==> src/rtl/frame_irq.sv <==
// frame_irq: T-state frame timing and active-low maskable interrupt generator.
// Counts CPU T-states (advancing on the pe enable) into a horizontal/vertical
// position, pulses frame once per frame and drives the CPU irq line low for a
// fixed window at the start of the interrupt line.
// Optional feature macro: IRQ_ACK_EN retires the interrupt when the CPU
// acknowledges it (m1=0 and iorq=0 while irq is low).
module frame_irq #(
   parameter int LINE_T      = 224,
   parameter int FRAME_LINES = 262,
   parameter int IRQ_LINE    = 0,
   parameter int IRQ_WIDTH   = 32
) (
   input  logic       clock,
   input  logic       reset,
   input  logic       pe,
   input  logic       m1,
   input  logic       iorq,
   input  logic       irqdis,
   output logic       irq,
   output logic [8:0] hc,
   output logic [8:0] vc,
   output logic       frame
);

   localparam logic [8:0] LP_HC_LAST  = 9'(LINE_T - 1);
   localparam logic [8:0] LP_VC_LAST  = 9'(FRAME_LINES - 1);
   localparam logic [8:0] LP_IRQ_LINE = 9'(IRQ_LINE);
   // One extra bit so IRQ_WIDTH = 512 still compares correctly against hc.
   localparam logic [9:0] LP_IRQ_WIDTH = 10'(IRQ_WIDTH);

   logic [8:0] r_hc;
   logic [8:0] r_vc;
   logic       r_irq;
   logic       r_frame;

   logic [8:0] w_hc_next;
   logic [8:0] w_vc_next;
   logic       w_wrap;
   logic       w_win_cur;
   logic       w_win_next;
   logic       w_win_start;
   logic       w_ackd_next;

   // Next counter values: advance only on pe, wrap at line and frame ends.
   always_comb begin
      w_hc_next = r_hc;
      w_vc_next = r_vc;
      if (pe) begin
         if (r_hc == LP_HC_LAST) begin
            w_hc_next = 9'd0;
            w_vc_next = (r_vc == LP_VC_LAST) ? 9'd0 : r_vc + 9'd1;
         end else begin
            w_hc_next = r_hc + 9'd1;
         end
      end
   end

   // Window on the current and on the about-to-be-loaded position. Without pe
   // the next position equals the current one, so the window holds.
   assign w_win_cur   = (r_vc == LP_IRQ_LINE) && ({1'b0, r_hc} < LP_IRQ_WIDTH);
   assign w_win_next  = (w_vc_next == LP_IRQ_LINE) && ({1'b0, w_hc_next} < LP_IRQ_WIDTH);
   assign w_win_start = w_win_next && !w_win_cur;
   assign w_wrap      = pe && (r_hc == LP_HC_LAST) && (r_vc == LP_VC_LAST);

`ifdef IRQ_ACK_EN
   logic r_ackd;
   logic w_ack_det;

   // Acknowledge is only meaningful while the interrupt is actually asserted.
   assign w_ack_det = !m1 && !iorq && !r_irq;
   // A new window start wins over a coincident acknowledge so that the fresh
   // interrupt is never swallowed.
   assign w_ackd_next = w_win_start ? 1'b0 : (r_ackd || w_ack_det);

   // Acknowledge flag: set by the CPU ack, held until the next window start.
   always_ff @(posedge clock or posedge reset) begin
      if (reset) begin
         r_ackd <= 1'b0;
      end else begin
         r_ackd <= w_ackd_next;
      end
   end
`else
   logic w_unused_ack;

   // Acknowledge is ignored in this build; the window always runs full length.
   assign w_ackd_next  = 1'b0;
   assign w_unused_ack = m1 & iorq & w_win_start;
`endif

   // Position counters and the one-clock frame pulse on the wrap to (0,0).
   always_ff @(posedge clock or posedge reset) begin
      if (reset) begin
         r_hc    <= 9'd0;
         r_vc    <= 9'd0;
         r_frame <= 1'b0;
      end else begin
         r_hc    <= w_hc_next;
         r_vc    <= w_vc_next;
         r_frame <= w_wrap;
      end
   end

   // Interrupt output: registered every clock so irqdis and ack act even
   // between T-state strobes; it uses the ack flag value being loaded so an
   // acknowledge releases irq on the detecting edge.
   always_ff @(posedge clock or posedge reset) begin
      if (reset) begin
         r_irq <= 1'b1;
      end else begin
         r_irq <= !(w_win_next && !irqdis && !w_ackd_next);
      end
   end

   assign irq   = r_irq;
   assign hc    = r_hc;
   assign vc    = r_vc;
   assign frame = r_frame;

endmodule

==> config.mk <==
export PLATFORM = sky130hd
export DESIGN_NAME = frame_irq
export DESIGN_NICKNAME = d
export VERILOG_FILES = /design/src/rtl/frame_irq.sv
export SDC_FILE = /design/constraint.sdc
export NUM_CORES = 1
export LEC_CHECK = 0
export CORE_MARGIN = 5
export CORE_UTILIZATION = 47
export CTS_BUF_LIST = sky130_fd_sc_hd__clkbuf_4
export DETAILED_ROUTE_END_ITERATION = 6
export PLACE_DENSITY = 0.79
export SLEW_MARGIN = 15
export SYNTH_ARGS = -nofsm -noshare
export SYNTH_HDL_FRONTEND = slang
export SYNTH_SLANG_ARGS = --single-unit
==> constraint.sdc <==
create_clock -name clock -period 1.6 [get_ports clock]
set_clock_uncertainty 0.05 [all_clocks]
set_input_delay 0.24 -clock clock [delete_from_list [all_inputs] [get_ports clock]]
set_output_delay 0.24 -clock clock [all_outputs]
set_load 0.1 [all_outputs]
==> run_results.csv <==
group,metric,value,unit
sta,min_period_over_period,112,%
yosys,ys_seq_area_share,42.3,%
yosys,ys_async_sr_fraction,100,%
critical_path,crit_chain,"ha_4, and2_4, nand4_4, or2_4, o21ai_2, and4b_1, nand4_1",
run_status,violations,"negative setup slack",
global_routing,grt_max_degree,21,
yosys,synth_simple_gate_area_share,30.2,%
flow_run,cap_violations,0,
critical_path,cp-end-kind,"register",
clock_network,postCtsHoldBufs,0,
critical_path,cp.arrival,1.96,ns
yosys,synthMuxAreaShare,0.843,%
clock_network,clockRootBuffer,"clkbuf_4",
global_routing,grt_use_met3,4.97,%
die,rows,18,
yosys,synth_common_cells,"dfrtp_1 (19), nand2_1 (17), o21ai_0 (11), nor2_1 (10), nand3_1 (9)",
clock_network,clk_latency,0.31,ns
sta,slew_viol_final,0,
sta,period_needed,1.79,ns
sta,rsz0062_at_grt,"yes",
global_routing,grt_pass1_wl,6.70,mm
placed_design,dpl_cell_area,2010,µm²
sta,hold_violations,0,
yosys,ys_ff_latch,20,
sta,setup_viol,4,
critical_path,r2r_end,"irq",
clock_network,cts_max_path_buffers,2,
routing,drt_iter0_drc,89,
global_routing,use_met1,32.0,%
critical_path,crit_buf_inv,0,
yosys,synth_top_family_by_area,"simple AND/OR/NAND/NOR gates",
yosys,yosys_warnings,0,
critical_path,crit_cells,7,
yosys,synth_edf_count,0,
placed_design,place_congestion,0.932,
sta,worstMarginPinSlew,0.290,ns
sta,slew_headroom,80.5,%
yosys,synth_nets,140,
die,start_util,48.4,%
power,seq_power_share,26.3,%
yosys,avgSynthCellArea,9.06,µm²
sta,fin_hold_ws,0.180,ns
yosys,yosys.area.top_type,"dfrtp_1",
yosys,synthAdderAreaFrac,3.16,%
power,power.internal,1.54,mW
yosys,yosysMostFrequentCell,"dfrtp_1",
layout,syn_to_final_growth,77.9,%
layout,stdcell_area,2110,µm²
global_routing,grt_busiest_layer,"met2",
global_routing,grt_use_met2,41.7,%
power,switching_share,45.4,%
layout,fin_util,86.0,%
sta,fin_setup_tns,-0.425,ns
critical_path,cpLargestDelayFamily,"simple AND/OR/NAND/NOR gates",
critical_path,reg2reg_slack,-0.19,ns
die,core_area,2450,µm²
power,p_sw,1.28,mW
yosys,synth_area,1190,µm²
run_status,status,"complete, but fails checks",
power,pwr-share-clk,15.3,%
yosys,netlist_top_cells_area,"dfrtp_1 (40%), nand2_1 (5.4%), xnor2_1 (5.2%)",
placed_design,post-place-cells,218,
yosys,synth_compound_area_share,13.8,%
layout,diodes,0,
layout,nFillCells,113,
placed_design,hpwl,2.84,mm
routing,viasPerCell,5.98,
die,die_w,60.3,µm
clock_network,cts_buffers,3,
critical_path,max_stage_delay,0.45,ns
sta,fin_ws,-0.185,ns
layout,final_cells,224,
power,ir_drop,1.90,mV
die,dieArea,3630,µm²
critical_path,crit_start,"hc[0]",
power,power,2.81,mW
routing,antenna_left,0,
clock_network,cts_tree,"built",
yosys,synth_flop_cell,"dfrtp_1",
layout,fin_nets,204,
clock_network,htreeDepth,1,
yosys,yosysUniqueCellTypes,37,
power,powerDensity,1330,nW/µm²
die,fp.dieH,60.3,µm
yosys,yosys.area_share.xor_xnor,5.90,%
critical_path,endpoint,"irq",
power,p_comb_share,58.4,%
sta,max_freq,0.560,GHz
worst_hold_path,hold_path_class,"in -> async",
routing,drt-total-wl,4.13,mm
power,leakagePower,0.904,nW
global_routing,grt_overflow,0,
routing,wl_per_cell,18.4,µm
critical_path,crit_fanout,4,
global_routing,grt_pass1_vias,1369,
yosys,synthCells,131,
critical_path,critPathSlowestCell,"dfrtp_4",
clock_network,cts.sinks,20,
die,ios,26,
placed_design,pre_cts_ws,-0.473,ns
placed_design,portBuffers,23,
global_routing,grt_antenna_before_repair,0,
clock_network,clkTransAtPathRegs,0.13,ns
layout,drive_gt1_share,52.1,%
yosys,synth_top_area_share,40.0,%
critical_path,worstSetupPathType,"reg -> reg",
routing,firstDrtPassIters,5,
critical_path,cp.required,1.78,ns
critical_path,r2r_start,"hc[0]",
global_routing,track_usage,25.2,%
routing,remaining_drc_errors,0,
critical_path,reg2reg_depth,7,
critical_path,start_kind,"register",
routing,vias,1340,
-- layout make-up --
| type | instances | area [µm²] | area share (%) |
|---|---|---|---|
| clock buffer | 3 | 22.5 | 1.07 |
| clock inverter | 1 | 30.0 | 1.42 |
| inverter | 2 | 7.51 | 0.355 |
| multi-input combinational | 102 | 709 | 33.6 |
| sequential | 20 | 552 | 26.1 |
| tap | 30 | 37.5 | 1.78 |
| timing repair buffer | 66 | 753 | 35.7 |
-- cells by family after synthesis --
group,Yosys count
compound gates,26
xor+xnor,8
fa+ha+maj,3
buf+inv,9
flops,20
mux,1
simple gates,64
-- worst reg2reg max path, cell delays in order, from the launching register on --
cell	delay, ns
dfrtp_4	0.45
ha_4	0.14
and2_4	0.18
nand4_4	0.10
or2_4	0.29
o21ai_2	0.14
and4b_1	0.23
nand4_1	0.12
-- per-layer routing --
layer	share of wire, %	wire length [µm]
met5	0	0
met4	3.3	138
met3	7.8	324
met2	50	2050
met1	39	1620
-- power by group through the flow --
stage | logic [mW] | registers [mW] | clock network (mW)
2_1_floorplan | 0.313 | 1.38 | 0
3_3_place_gp | 1.58 | 0.725 | 0
3_5_place_dp | 1.63 | 0.738 | 0
4_1_cts | 1.64 | 0.730 | 0.439
5_1_grt | 1.71 | 0.749 | 0.462
6_report | 1.64 | 0.740 | 0.430
-- cells in the final DEF (no fill, tap or decap), drive strengths merged, types with 2 or more instances in the layout --
| cell | n |
|---|---|
| clkdlybuf4s50 | 3 |
| o31ai | 3 |
| and4b | 2 |
| buf | 63 |
| xnor2 | 7 |
| nor2 | 10 |
| ha | 3 |
| or2 | 3 |
| inv | 2 |
| nand3 | 9 |
| dfrtp | 19 |
| a22o | 2 |
| nor2b | 5 |
| nand4 | 6 |
| clkbuf | 3 |
| nand2 | 17 |
| or3 | 3 |
| o21ai | 12 |
| a21oi | 4 |
| and4 | 3 |
-- state kept, by name, indices dropped and copies added (netlist names) --
register / cells
frame: 1
hc: 9
irq: 1
vc: 9
-- worst min path at each step --
| stage | from | end | slack (ns) | depth (start not counted) |
|---|---|---|---|---|
| after global placement | vc[8] | vc[8] | 0.52 | 1 |
| final | reset | vc[2] | 0.18 | 3 |
| after global routing | reset | vc[2] | 0.20 | 3 |
| after detailed placement | reset | hc[6] | 0.54 | 3 |
| after floorplan | reset | frame | 0.15 | 1 |
| after CTS | reset | hc[6] | 0.18 | 3 |
-- repair_timing --
action | 4_1_cts | 5_1_grt
pin swaps | 2 | 7
hold endpoints to repair | 0 | 0
endpoints found under the setup margin | 7 | 8
resized for setup | 7 | 5
setup buffers | 0 | 2
(Power assumes the default switching activity.)
